===== src/rtl/exc_pipe_stage_pkg.sv =====
// Shared CP0 definitions: ExcCode constants and helpers used by the
// exception pipeline stage and anything else that reasons about CP0 causes.
package exc_pipe_stage_pkg;

  localparam int EXC_W = 5;

  typedef logic [EXC_W-1:0] exccode_t;

  // MIPS ExcCode values written into Cause.ExcCode
  localparam exccode_t EXC_ADEL = 5'd4;   // address error, load/fetch
  localparam exccode_t EXC_ADES = 5'd5;   // address error, store
  localparam exccode_t EXC_SYS  = 5'd8;   // syscall
  localparam exccode_t EXC_BP   = 5'd9;   // breakpoint
  localparam exccode_t EXC_RI   = 5'd10;  // reserved instruction
  localparam exccode_t EXC_OV   = 5'd12;  // arithmetic overflow

  // A delay-slot instruction reports the PC of its branch, one word earlier
  localparam int DS_PC_OFFSET = 4;

endpackage


===== src/rtl/exc_src_arbiter.sv =====
// Fixed-priority picker over the local exception sources of a stage:
// the lowest set request index wins. Purely combinational.
module exc_src_arbiter #(
  parameter int N_SRC = 2
) (
  input  logic [N_SRC-1:0] req_i,
  output logic [N_SRC-1:0] gnt_o,
  output logic             any_o
);

  logic found;

  // Walk upward from index 0 and grant the first request seen
  always_comb begin
    // NOTE: every combinationally assigned signal gets a default first so no path leaves it unassigned, which would infer a latch.
    gnt_o = '0;
    found = 1'b0;
    for (int i = 0; i < N_SRC; i++) begin
      if (req_i[i] && !found) begin
        gnt_o[i] = 1'b1;
        found    = 1'b1;
      end
    end
  end

  assign any_o = found;

endmodule


===== src/rtl/exc_pipe_stage.sv =====
// Exception-merging pipeline stage. Folds locally detected exceptions into
// the upstream exception state, computes EPC, and registers the result
// behind a valid/ready handshake with one cycle of latency.
// Build option: define EXC_SKID_EN to add a one-entry skid buffer so that
// in_ready is a pure register output with no path from out_ready.
module exc_pipe_stage
  import exc_pipe_stage_pkg::*;
#(
  parameter int N_SRC = 2,
  parameter int PC_W  = 32
) (
  input  logic                  clk,
  input  logic                  reset,
  input  logic                  flush,
  input  logic                  in_valid,
  output logic                  in_ready,
  input  logic [PC_W-1:0]       in_pc,
  input  logic [PC_W-1:0]       in_badvaddr,
  input  logic [EXC_W-1:0]      in_exccode,
  input  logic                  in_exc,
  input  logic                  in_in_ds,
  input  logic                  in_eret,
  input  logic [N_SRC-1:0]      loc_exc,
  input  logic [EXC_W*N_SRC-1:0] loc_code,
  input  logic [PC_W*N_SRC-1:0] loc_badvaddr,
  input  logic [N_SRC-1:0]      loc_is_addr,
  output logic                  out_valid,
  input  logic                  out_ready,
  output logic [PC_W-1:0]       out_pc,
  output logic [PC_W-1:0]       out_epc,
  output logic [PC_W-1:0]       out_badvaddr,
  output logic [EXC_W-1:0]      out_exccode,
  output logic                  out_exc,
  output logic                  out_in_ds,
  output logic                  out_eret,
  output logic                  exc_commit
);

  typedef struct packed {
    logic [PC_W-1:0]  pc;
    logic [PC_W-1:0]  epc;
    logic [PC_W-1:0]  badvaddr;
    logic [EXC_W-1:0] exccode;
    logic             exc;
    logic             in_ds;
    logic             eret;
  } entry_t;

  logic [N_SRC-1:0] loc_gnt;
  logic             loc_any;
  logic [EXC_W-1:0] sel_code;
  logic [PC_W-1:0]  sel_badvaddr;
  logic             sel_is_addr;

  entry_t entry_d;
  entry_t main_q, main_d;
  logic   main_valid_q, main_valid_d;
  logic   capture;
  logic   out_fire;

  exc_src_arbiter #(
    .N_SRC (N_SRC)
  ) u_arb (
    .req_i (loc_exc),
    .gnt_o (loc_gnt),
    .any_o (loc_any)
  );

  // Route the granted source's code/address through a one-hot AND-OR mux
  always_comb begin
    sel_code     = '0;
    sel_badvaddr = '0;
    sel_is_addr  = 1'b0;
    for (int i = 0; i < N_SRC; i++) begin
      if (loc_gnt[i]) begin
        sel_code     = loc_code[EXC_W*i +: EXC_W];
        sel_badvaddr = loc_badvaddr[PC_W*i +: PC_W];
        sel_is_addr  = loc_is_addr[i];
      end
    end
  end

  // Build the entry to capture: upstream exception outranks local sources
  always_comb begin
    entry_d.pc       = in_pc;
    entry_d.epc      = in_in_ds ? (in_pc - PC_W'(DS_PC_OFFSET)) : in_pc;
    entry_d.in_ds    = in_in_ds;
    entry_d.eret     = in_eret;
    entry_d.exc      = in_exc || loc_any;
    entry_d.exccode  = in_exccode;
    entry_d.badvaddr = in_badvaddr;
    if (!in_exc && loc_any) begin
      entry_d.exccode = sel_code;
      if (sel_is_addr) begin
        entry_d.badvaddr = sel_badvaddr;
      end
    end
  end

  assign capture  = in_valid && in_ready;
  assign out_fire = main_valid_q && out_ready;

`ifdef EXC_SKID_EN
  entry_t skid_q, skid_d;
  logic   skid_valid_q, skid_valid_d;

  // Registered ready: accept whenever the overflow slot is free
  assign in_ready = !skid_valid_q;

  // Main/skid occupancy; the skid entry always drains into main first
  always_comb begin
    main_d       = main_q;
    main_valid_d = main_valid_q;
    skid_d       = skid_q;
    skid_valid_d = skid_valid_q;
    if (out_fire) begin
      if (skid_valid_q) begin
        main_d       = skid_q;
        skid_valid_d = 1'b0;
      end else if (capture) begin
        main_d = entry_d;
      end else begin
        main_valid_d = 1'b0;
      end
    end else if (capture) begin
      if (main_valid_q) begin
        skid_d       = entry_d;
        skid_valid_d = 1'b1;
      end else begin
        main_d       = entry_d;
        main_valid_d = 1'b1;
      end
    end
    if (flush) begin
      main_valid_d = 1'b0;
      skid_valid_d = 1'b0;
    end
  end

  // Skid valid bit; reset outranks flush, which is folded into skid_valid_d
  always_ff @(posedge clk) begin
    if (reset) begin
      skid_valid_q <= 1'b0;
    end else begin
      skid_valid_q <= skid_valid_d;
    end
  end

  // Skid payload holds its value unless a capture selects it
  always_ff @(posedge clk) begin
    skid_q <= skid_d;
  end
`else
  // Combinational ready: room now, or the held entry leaves this cycle
  assign in_ready = !main_valid_q || out_ready;

  // Single-register occupancy
  always_comb begin
    main_d       = main_q;
    main_valid_d = main_valid_q;
    if (capture) begin
      main_d       = entry_d;
      main_valid_d = 1'b1;
    end else if (out_fire) begin
      main_valid_d = 1'b0;
    end
    if (flush) begin
      main_valid_d = 1'b0;
    end
  end
`endif

  // Main valid bit; synchronous reset outranks flush and capture
  always_ff @(posedge clk) begin
    // NOTE: sequential state uses non-blocking assignments so every register samples pre-edge values regardless of block order.
    if (reset) begin
      main_valid_q <= 1'b0;
    end else begin
      main_valid_q <= main_valid_d;
    end
  end

  // Main payload register
  always_ff @(posedge clk) begin
    // NOTE: payload is deliberately not reset; the valid bit qualifies it, which keeps reset fan-out to the control bits only.
    main_q <= main_d;
  end

  assign out_valid    = main_valid_q;
  assign out_pc       = main_q.pc;
  assign out_epc      = main_q.epc;
  assign out_badvaddr = main_q.badvaddr;
  assign out_exccode  = main_q.exccode;
  assign out_exc      = main_q.exc;
  assign out_in_ds    = main_q.in_ds;
  assign out_eret     = main_q.eret;
  assign exc_commit   = main_valid_q && out_ready && main_q.exc;

endmodule


===== config.mk =====
export PLATFORM = sky130hd
export DESIGN_NAME = exc_pipe_stage
export DESIGN_NICKNAME = d
export VERILOG_FILES = /design/src/rtl/exc_pipe_stage_pkg.sv /design/src/rtl/exc_src_arbiter.sv /design/src/rtl/exc_pipe_stage.sv
export SDC_FILE = /design/constraint.sdc
export NUM_CORES = 1
export LEC_CHECK = 0
export BUFFER_PORTS_ARGS = -buffer_cell sky130_fd_sc_hd__buf_2
export CELL_PAD_IN_SITES_DETAIL_PLACEMENT = 0
export CELL_PAD_IN_SITES_GLOBAL_PLACEMENT = 1
export CORE_ASPECT_RATIO = 0.5
export CORE_MARGIN = 2
export CORE_UTILIZATION = 36
export CTS_BUF_LIST = sky130_fd_sc_hd__clkbuf_2
export DETAILED_ROUTE_END_ITERATION = 6
export PLACE_DENSITY_LB_ADDON = 0.1
export SETUP_SLACK_MARGIN = 0.5
export SLEW_MARGIN = 25
export SYNTH_ARGS = -nofsm -noshare
export SYNTH_HDL_FRONTEND = slang
export SYNTH_SLANG_ARGS = --single-unit

===== constraint.sdc =====
create_clock -name clk -period 6.9 [get_ports clk]
set_clock_uncertainty 0.2 [all_clocks]
set_input_delay 1.035 -clock clk [delete_from_list [all_inputs] [get_ports clk]]
set_output_delay 1.035 -clock clk [all_outputs]
set_load 0.03 [all_outputs]

# Yosys cells after proc, flatten, opt, wreduce, memory -nomap -nowiden
# Cells that the tools add are included.
totals:
  regBits: 105
  inputBits: 155
  out_inout_bits: 107
  wordCells: 35
op_classes:
  mux: 14
  n_addsub: 1
  n_reduce_logical: 12
op_table:
  columns: ["operator", "n"]
  rows:
  - ["$mux W32", 4]
  - ["$mux W37", 1]
  - ["$sub A32 B3 Y32 const B", 1]
  - ["$mux W5", 2]
  - ["$mux W1", 7]
  - ["$logic_and A1 B1 Y1", 5]
  - ["$logic_not A1 Y1", 3]
  - ["$logic_or A1 B1 Y1", 2]
  - ["$reduce_bool A2 Y1", 1]
  - ["$reduce_or A2 Y1", 1]

# Logic depth before layout (Yosys ltp)
# Gate-level depths: netlist of run 1.
logic_depth:
  depth_word: 7
  depth_mapped: 6
  mapped_depth_nobuf: 5

# By module
# Synthesis of run 1 repeated with hierarchy kept, for this count alone.
hier_totals:
  hier_cells: 333
  hier_area_um2: 4470.5
by_module_without_submodules:
  columns: ["mod", "instances", "area_per_inst_um2", "cells_each", "seq_area_each_um2"]
  rows:
  - ["exc_pipe_stage", 1, 4450.5, 330, 3083.0]
  - ["exc_src_arbiter", 1, 20.0, 3, 0.0]

# Worst setup path before layout of run 1
# OpenSTA, ideal clock, no wires.
synth_path:
  path_kind: "input-to-reg"
  startpoint: "input port out_ready"
  endpoint: "register main_q (netlist bit out_badvaddr[0]) (enable)"
  required_ns: 6.228
  arrival_time_ns: 3.775
  setup_slack_ns: 2.453
  path_stages: 2
  setup_time_ns: 0.472
  path_cell_list: "nand2b_1 > and2_1"
synth_between:
  elab_chain_cells: 2
synth_rtl:
  columns: ["element", "line", "rtl"]
  rows:
  - ["from (decl)", "exc_pipe_stage.sv:28", "input logic out_ready,"]
  - ["$logic_or A1 B1 Y1", "exc_pipe_stage.sv:155", "assign in_ready = !main_valid_q || out_ready;"]
  - ["$logic_and A1 B1 Y1", "exc_pipe_stage.sv:100", "assign capture = in_valid && in_ready;"]
  - ["via capture", "exc_pipe_stage.sv:58", "logic capture;"]
  - ["to (signal assigned)", "exc_pipe_stage.sv:186", "main_q <= main_d;"]
  - ["to (decl)", "exc_pipe_stage.sv:56", "entry_t main_q, main_d;"]
# The timed path passes the listed nets, and every way through them passes these cells.
# A chain may end at the register's enable or synchronous reset.

==> results of run 1 <==
kinds of logic after synthesis:
logic type      Yosys count  synth area share (%)
compound gates           81                  9.38
xor+xnor                 28                  5.31
fa+ha+maj                 1                 0.271
buf+inv                  24                  2.28
flops                   103                  66.8
mux                       1                 0.217
simple gates            148                  15.7
cells in the mapped netlist, drive strengths merged:
cell	number	area share, %
a211oi	1	0.16
nor2b	8	1.1
nand4	2	0.54
xnor2	4	0.76
or3	3	0.41
nand4b	1	0.19
o21ai	5	0.54
buf	3	0.57
and3	1	0.14
clkbuf	18	1.5
nand2	35	2.8
mux2i	1	0.22
or4bb	1	0.24
nand3b	1	0.16
nor4	10	2.0
dfxtp	1	0.43
or4	3	0.65
a21oi	65	7.0
or2	1	0.14
nor3b	1	0.16
inv	3	0.24
nand2b	1	0.14
ha	1	0.27
edfxtp	102	66
xor2	24	4.6
nor3	9	0.98
and2	2	0.27
nor2	67	5.5
a22oi	10	1.6
nor4b	2	0.38
per-layer routing:
metal  global-route usage [%]  vias up  wire, microns
met5                        0        -              0
met4                     4.78        0            188
met3                     5.07       16            927
met2                     28.9      141           5770
met1                     20.3     1678           4760
li1                         -     1909              -
placed cells by master (no fill, tap or decap), drive strengths merged, types with 2 or more instances in the layout:
cell and n:
clkinv 3, edfxtp 102, nor4b 2, nor3 9
nor2 67, xnor2 4, nand2 35, nor4 10
inv 7, or4 3, a21oi 65, xor2 24
nand4 2, or3 3, o21ai 5, nor2b 8
and2 2, buf 263, clkbuf 9, a22oi 10
sequential cells by signal, summed over array words and instances (netlist names):
| name | flops |
|---|---|
| out_pc | 32 |
| out_in_ds | 1 |
| out_exc | 1 |
| out_eret | 1 |
| out_epc | 30 |
| out_valid | 1 |
| out_badvaddr | 32 |
| out_exccode | 5 |
power by group:
| part | switching, mW | internal, mW | total (mW) |
|---|---|---|---|
| Combinational | 0.173 | 0.0840 | 0.257 |
| Clock | 0.213 | 0.0567 | 0.270 |
| Sequential | 0.00841 | 0.737 | 0.746 |
worst paths after layout:
kind	to	slack, ps	cells after the start
worst max-delay path	out_epc[31]	4110	5
worst min-delay path	out_valid	370	2
worst max register to register	out_epc[5]	4590	3
worst min register to register	out_valid	370	2
metrics by stage:
step | cell area (sq um) | util, %
5_1_grt | 6180 | 49.1
4_1_cts | 6170 | 49.0
6_report | 6180 | 49.1
2_1_floorplan | 4610 | -
3_5_place_dp | 6070 | 48.2
3_3_place_gp | 6070 | 48.2
final cells by class:
class	instances	area share [%]
inverters	3	0.182
well taps	170	3.44
flip-flops and latches	103	49.9
repair buffers	263	21.4
clock inverters	7	0.993
clock buffers	9	0.729
multi-input cells	259	23.3
worst max-delay path: cells and delay by family:
kind | cells | cell delay (ps)
simple gates | 3 | 1660
xor+xnor | 1 | 110
buf+inv | 1 | 130
==> impl_metrics.py, run 1 <==
metrics = {
    "cells_and_area": {
        "syn_to_final_growth_pct": 33.9,
        "final_cell_count_no_fill": 814,
        "regArea_sq_um": 3080,
        "multi_input_area_sq_um": 1440,
        "fin_nets": 795,
        "drive_gt1_share_pct": 44.7,
        "diodes": 0,
        "fillers": 1236,
    },
    "sta": {
        "slew_headroom_pct": 43.8,
        "setup_tns_ps": 0,
        "fin_crit_ps": 2790,
        "hold_ws_ps": 365,
        "fmax_ghz": 0.358,
        "finalSetupViolations": 0,
        "fin_ws_ps": 4110,
        "finalHoldViolCount": 0,
        "rsz0062_at_grt": "false",
        "finalMaxSlewViolations": 0,
        "fin_crit_sh_pct": 40.5,
        "worst_slew_pin_slew_ps": 831,
    },
    "route": {
        "drc_errors": 0,
        "dr_total_vias": 3744,
        "drtIter0Drc": 222,
        "vias_per_cell": 4.60,
        "wl_per_cell_microns": 14.3,
        "ant_nets": 0,
        "wl_mm": 11.6,
        "drt_first_pass_iters": 4,
    },
    "grt": {
        "grt_pass1_vias": 3542,
        "grt_pass1_wl_mm": 17.9,
        "grt_usage_pct": 16.8,
        "overflow": 0,
        "grt_max_degree": 70,
        "grt_antenna_before_repair": 0,
    },
    "floorplan": {
        "start_util_pct": 36.6,
        "dieArea_sq_um": 13800,
        "ioPinCount": 262,
        "die_h_microns": 84.1,
        "dieWidth_microns": 164,
        "rows": 29,
        "core_area_sq_um": 12600,
    },
    "worst_setup_path": {
        "critPathLaunchType": "input port",
        "timing.rr.start": "out_valid",
        "worst-path-max-fanout": 10,
        "critPathMaxStageDelay_ps": 730,
        "path_class": "input port to flop",
        "cp-end-kind": "flop",
        "crit_slowest_cell": "nor4b_1",
        "crit_required_ps": 7050,
        "worstPathArrival_ps": 2940,
        "path_cells": "buf_2, nor4b_1, nand4_2, nor4_1, xor2_1",
        "startpoint": "in_pc[4]",
    },
    "yosys": {
        "synth-seq-area-share_pct": 66.8,
        "synth-seq-cells": 103,
        "synth_area_sq_um": 4610,
        "synthDistinctLibCells": 34,
        "postSynthNetCount": 542,
        "syn_avg_cell_area_sq_um": 12.0,
        "yosys_warnings": 0,
        "synth_cells": 386,
    },
    "clocking": {
        "cts.sinks": 103,
        "cts_hold_buf": 0,
        "cts_root_buf": "clkbuf_2",
        "cts_buffers": 9,
        "cts_resized": 0,
        "clk_pin_slew_worst_paths_ps": 300,
        "post_cts_buffers": 0,
        "cts_buffer_depth": 2,
        "insertion_delay_ps": 570,
        "htreeDepth": 3,
        "cts_tree": "yes",
    },
    "power_and_ir_drop": {
        "total_power_mw": 1.27,
        "powerDensity_nw_per_um2": 206,
        "ir_drop_v": 0.0000810,
        "p_leak_nw": 2.67,
    },
    "placed_design": {
        "hpwl_mm": 8.75,
        "numPortBuffers": 261,
        "place_ws_ps": 3190,
        "place_congestion": 0.779,
        "dp.cells": 798,
    },
    "flow_run": {
        "maxCapViolCount": 0,
    },
    "worst_hold_path": {
        "worstHoldStart": "reset",
        "hp-class": "input port to flop",
    },
    "outcome": {
        "outcome": "complete, no violations",
    },
}
No activity file was read; power rests on OpenSTA's default activity.
==> run 2, diff against run 1 <==
--- a/config.mk
+++ b/config.mk
@@ -10,7 +10,7 @@
 export CELL_PAD_IN_SITES_GLOBAL_PLACEMENT = 1
 export CORE_ASPECT_RATIO = 0.5
 export CORE_MARGIN = 2
-export CORE_UTILIZATION = 36
+export CORE_UTILIZATION = 34
 export CTS_BUF_LIST = sky130_fd_sc_hd__clkbuf_2
 export DETAILED_ROUTE_END_ITERATION = 6
 export PLACE_DENSITY_LB_ADDON = 0.1
==> constraint.sdc (replaced) <==
create_clock -name clk -period 2.91 [get_ports clk]
set_clock_uncertainty 0.2 [all_clocks]
set_input_delay 0.4365 -clock clk [delete_from_list [all_inputs] [get_ports clk]]
set_output_delay 0.4365 -clock clk [all_outputs]
set_load 0.03 [all_outputs]
==> impl_metrics.py, run 2 (synthesized netlist as in run 1, its figures left out) <==
metrics = {
    "outcome": {
        "outcome": "complete, no violations",
    },
    "sta": {
        "rsz0062_at_grt": "true",
        "setup_tns_ps": 0,
        "slew_headroom_pct": 70.2,
        "worst_slew_pin_slew_ps": 448,
        "finalMaxSlewViolations": 0,
        "finalSetupViolations": 0,
        "fin_crit_sh_pct": 82.9,
        "fin_crit_ps": 2410,
        "finalHoldViolCount": 0,
        "fmax_ghz": 0.414,
        "hold_ws_ps": 47.6,
    },
    "worst_setup_path": {
        "reg2reg_depth": 3,
        "worst-path-max-fanout": 12,
        "cp-end-kind": "flop",
        "path_cells": "dlygate4sd3_1, buf_2, or4_4, or4_4, nor4_2, xor2_1",
        "timing.rr.start": "out_valid",
        "path_class": "input port to flop",
        "worstPathArrival_ps": 2630,
        "cpMostUsedCell": "or4_4",
        "r2r_slack_ps": 1230,
        "crit_slowest_cell": "or4_4",
        "rr_endpoint": "out_pc[12]",
        "critPathLaunchType": "input port",
        "critPathMaxStageDelay_ps": 560,
        "crit_required_ps": 3130,
    },
    "cells_and_area": {
        "syn_to_final_growth_pct": 60.0,
        "final_cell_count_no_fill": 937,
        "fin_area_sq_um": 7380,
        "drive_gt1_share_pct": 39.1,
        "final_cell_mix": "buf_2, dlygate4sd3_1, edfxtp_1, nor2_1, a21oi_1",
        "fillers": 1245,
        "layout_commonest_cell": "buf_2",
        "fin_nets": 911,
    },
    "placed_design": {
        "hpwl_mm": 8.95,
        "dp.cells": 810,
        "place_congestion": 0.774,
        "place_area_sq_um": 6150,
        "numPortBuffers": 261,
    },
    "worst_hold_path": {
        "hp-class": "input port to flop",
        "worstHoldEndpoint": "out_badvaddr[31]",
        "worstHoldStart": "loc_badvaddr[63]",
        "min_path_cells": 3,
    },
    "flow_run": {
        "maxCapViolCount": 0,
    },
    "route": {
        "vias_per_cell": 4.62,
        "wl_per_cell_microns": 13.8,
        "wl_mm": 13.0,
        "dr_total_vias": 4333,
        "ant_nets": 0,
        "drtIter0Drc": 183,
        "drt_first_pass_iters": 5,
        "drc_errors": 0,
    },
    "grt": {
        "grt_pass1_vias": 4123,
        "grt_pass1_wl_mm": 20.1,
        "grt_max_degree": 40,
        "overflow": 0,
        "grt_usage_pct": 17.7,
        "grt_antenna_before_repair": 1,
    },
    "clocking": {
        "cts_tree": "yes",
        "cts_root_buf": "clkbuf_2",
        "htreeDepth": 3,
        "cts_buffers": 9,
        "insertion_delay_ps": 570,
        "clk_pin_slew_worst_paths_ps": 310,
        "cts_buffer_depth": 2,
        "cts.sinks": 103,
    },
    "floorplan": {
        "rows": 30,
        "ioPinCount": 262,
        "core_area_sq_um": 13400,
        "dieWidth_microns": 169,
        "die_h_microns": 86.4,
        "start_util_pct": 34.4,
        "dieArea_sq_um": 14600,
    },
    "power_and_ir_drop": {
        "p_leak_nw": 3.17,
        "total_power_mw": 3.20,
        "ir_drop_v": 0.000171,
        "powerDensity_nw_per_um2": 434,
    },
}
[run 2: metal layers]
layer	up-vias	share of wire (%)	routed length, microns	track usage (%)
met1	2024	41	5330	20.9
met2	142	50	6490	31.7
li1	2146	-	-	-
met3	21	6.8	881	5.21
met4	0	2.1	269	5.02
met5	-	0	0	0
[run 2: metrics by stage]
step / util, % / setup WS [ps]
floorplan: - / 556
global placement: 45.9 / 296
detailed placement: 45.9 / 292
CTS: 54.9 / 514
global route: 55.1 / 484
finish: 55.1 / 497
[run 2: what timing repair did]
item | in CTS | in global routing
hold buffers | 110 | 0
hold endpoints to repair | 101 | 0
endpoints found under the setup margin | 0 | 4
setup buffers | 0 | 0
resized for setup | 0 | 4
[run 2: how the worst max path moves through the flow]
stage,startpoint,to,slack [ps],cells after the start
2_1_floorplan,in_pc[16],out_epc[25],560,5
3_5_place_dp,in_pc[16],out_epc[31],290,5
4_1_cts,in_pc[14],out_epc[31],510,6
5_1_grt,in_pc[14],out_epc[29],480,6
3_3_place_gp,in_pc[16],out_epc[29],300,5
6_report,in_pc[14],out_epc[29],500,6
[run 2: worst max-delay path: cells and delay by family]
kind / cells / cell delay [ps]
xor+xnor: 1 / 90
buf+inv: 2 / 670
simple gates: 3 / 1430
[run 2: area by class of cell]
| class | count | area, sq um | share of cell area (%) |
|---|---|---|---|
| Antenna cell | 1 | 2.50 | 0.0339 |
| Inverter | 3 | 11.3 | 0.153 |
| Multi-Input combinational cell | 259 | 1460 | 19.7 |
| Clock buffer | 9 | 45.0 | 0.610 |
| Timing Repair Buffer | 379 | 2490 | 33.8 |
| Tap cell | 176 | 220 | 2.98 |
| Clock inverter | 7 | 66.3 | 0.898 |
| Sequential cell | 103 | 3080 | 41.8 |
[run 2: power by group]
| part | switching (mW) | internal (mW) |
|---|---|---|
| registers | 0.0200 | 1.75 |
| logic | 0.439 | 0.327 |
| clock network | 0.534 | 0.135 |
==> run 3, diff against run 2 <==
--- a/config.mk
+++ b/config.mk
@@ -10,7 +10,7 @@
 export CELL_PAD_IN_SITES_GLOBAL_PLACEMENT = 1
 export CORE_ASPECT_RATIO = 0.5
 export CORE_MARGIN = 2
-export CORE_UTILIZATION = 34
+export CORE_UTILIZATION = 30
 export CTS_BUF_LIST = sky130_fd_sc_hd__clkbuf_2
 export DETAILED_ROUTE_END_ITERATION = 6
 export PLACE_DENSITY_LB_ADDON = 0.1
==> constraint.sdc (replaced) <==
create_clock -name clk -period 2 [get_ports clk]
set_clock_uncertainty 0.2 [all_clocks]
set_input_delay 0.3 -clock clk [delete_from_list [all_inputs] [get_ports clk]]
set_output_delay 0.3 -clock clk [all_outputs]
set_load 0.03 [all_outputs]
==> impl_metrics.py, run 3 (synthesized netlist as in run 1, its figures left out) <==
metrics = {
    "route": {
        "drt_first_pass_iters": 4,
        "drc_errors": 0,
        "drtIter0Drc": 129,
        "wl_mm": 16.2,
        "wl_per_cell_microns": 15.3,
        "dr_total_vias": 4761,
        "ant_nets": 0,
        "vias_per_cell": 4.48,
    },
    "sta": {
        "rsz0062_at_grt": "true",
        "finalHoldViolCount": 1,
        "fmax_ghz": 0.549,
        "worst_slew_pin_slew_ps": 375,
        "finalSetupViolations": 0,
        "fin_ws_ps": 177,
        "fin_crit_ps": 1820,
        "finalMaxSlewViolations": 0,
        "fin_crit_sh_pct": 91.1,
        "slew_headroom_pct": 74.7,
        "hold_ws_ps": -113,
        "setup_tns_ps": 0,
    },
    "grt": {
        "grt_pass1_vias": 4875,
        "grt_usage_pct": 19.3,
        "grt_antenna_before_repair": 0,
        "grt_pass1_wl_mm": 24.4,
        "grt_max_degree": 41,
        "overflow": 0,
    },
    "placed_design": {
        "place_congestion": 0.803,
        "numPortBuffers": 261,
        "place_ws_ps": -411,
        "hpwl_mm": 9.78,
    },
    "clocking": {
        "cts_buffer_depth": 2,
        "cts.sinks": 103,
        "insertion_delay_ps": 560,
        "cts_buffers": 9,
        "clk_pin_slew_worst_paths_ps": 280,
        "cts_root_buf": "clkbuf_2",
        "htreeDepth": 3,
        "cts_tree": "yes",
    },
    "worst_setup_path": {
        "worst-path-max-fanout": 2,
        "critPathLaunchType": "flop",
        "crit_required_ps": 1500,
        "cp-end-kind": "primary output",
        "path_class": "flop to primary output",
        "worstPathArrival_ps": 1320,
    },
    "floorplan": {
        "dieArea_sq_um": 16400,
        "die_h_microns": 91.7,
        "rows": 31,
        "core_area_sq_um": 14700,
        "ioPinCount": 262,
        "start_util_pct": 31.3,
        "dieWidth_microns": 179,
    },
    "cells_and_area": {
        "fin_nets": 1017,
        "fillers": 1132,
        "layout_commonest_cell": "buf_2",
        "multi_input_area_sq_um": 1770,
        "diodes": 0,
        "final_cell_mix": "buf_2, dlygate4sd3_1, buf_6, edfxtp_1, nor2_1",
        "regArea_sq_um": 3090,
        "drive_gt1_share_pct": 47.3,
        "syn_to_final_growth_pct": 110,
    },
    "outcome": {
        "outcome": "complete, but fails checks",
        "failed_checks": "hold timing",
    },
    "power_and_ir_drop": {
        "ir_drop_v": 0.000255,
        "powerDensity_nw_per_um2": 526,
        "total_power_mw": 5.10,
        "p_leak_nw": 4.18,
    },
    "worst_hold_path": {
        "hp-class": "input port to flop",
    },
    "flow_run": {
        "maxCapViolCount": 0,
    },
}
## run 3: repair_timing
action,CTS,global route
hold endpoints to repair,103,4
pin swaps,18,16
hold buffers,145,5
resized for setup,249,32
setup endpoints to repair,171,237
setup buffers,15,11
gates cloned,11,4
## run 3: metrics by stage
stage / utilization, % / hold slack [ps] / cell area, sq um / instances
2_1_floorplan: - / 163 / 4840 / 386
4_1_cts: 63.3 / -190 / 9340 / 1044
5_1_grt: 65.7 / -191 / 9690 / 1063
6_report: 65.7 / -113 / 9690 / 1063
3_5_place_dp: 44.4 / 262 / 6540 / 858
3_3_place_gp: 44.4 / 256 / 6540 / 858
## run 3: layout make-up
cell class / count / area share (%)
clock inverters: 6 / 0.555
repair buffers: 483 / 46.2
well taps: 198 / 2.56
inverters: 3 / 0.116
multi-input cells: 261 / 18.3
clock buffers: 9 / 0.465
flip-flops and latches: 103 / 31.9
## run 3: layer usage
layer | track usage, % | wire [microns] | up-vias
met1 | 21.7 | 6390 | 2203
met4 | 6.32 | 390 | 0
met5 | 0 | 0 | -
li1 | - | - | 2358
met2 | 35.4 | 8470 | 168
met3 | 5.02 | 984 | 32
## run 3: path summary, 6_finish.rpt
| kind | start | endpoint | slack (ps) | cells after the start |
|---|---|---|---|---|
| worst max-delay path | out_exc | exc_commit | 180 | 2 |
| worst min-delay path | out_ready | out_valid | -110 | 4 |
| worst max register to register | out_valid | out_badvaddr[16] | 330 | 7 |
| worst min register to register | out_valid | out_valid | 430 | 3 |
## run 3: power by group
| part | internal, mW | switching [mW] | total (mW) |
|---|---|---|---|
| Clock | 0.175 | 0.723 | 0.898 |
| Combinational | 0.851 | 0.739 | 1.59 |
| Sequential | 2.55 | 0.0642 | 2.61 |
## run 3: critical path, stage by stage (launching register included)
cell and delay [ps]:
edfxtp_1 460, and3_4 170, buf_6 130
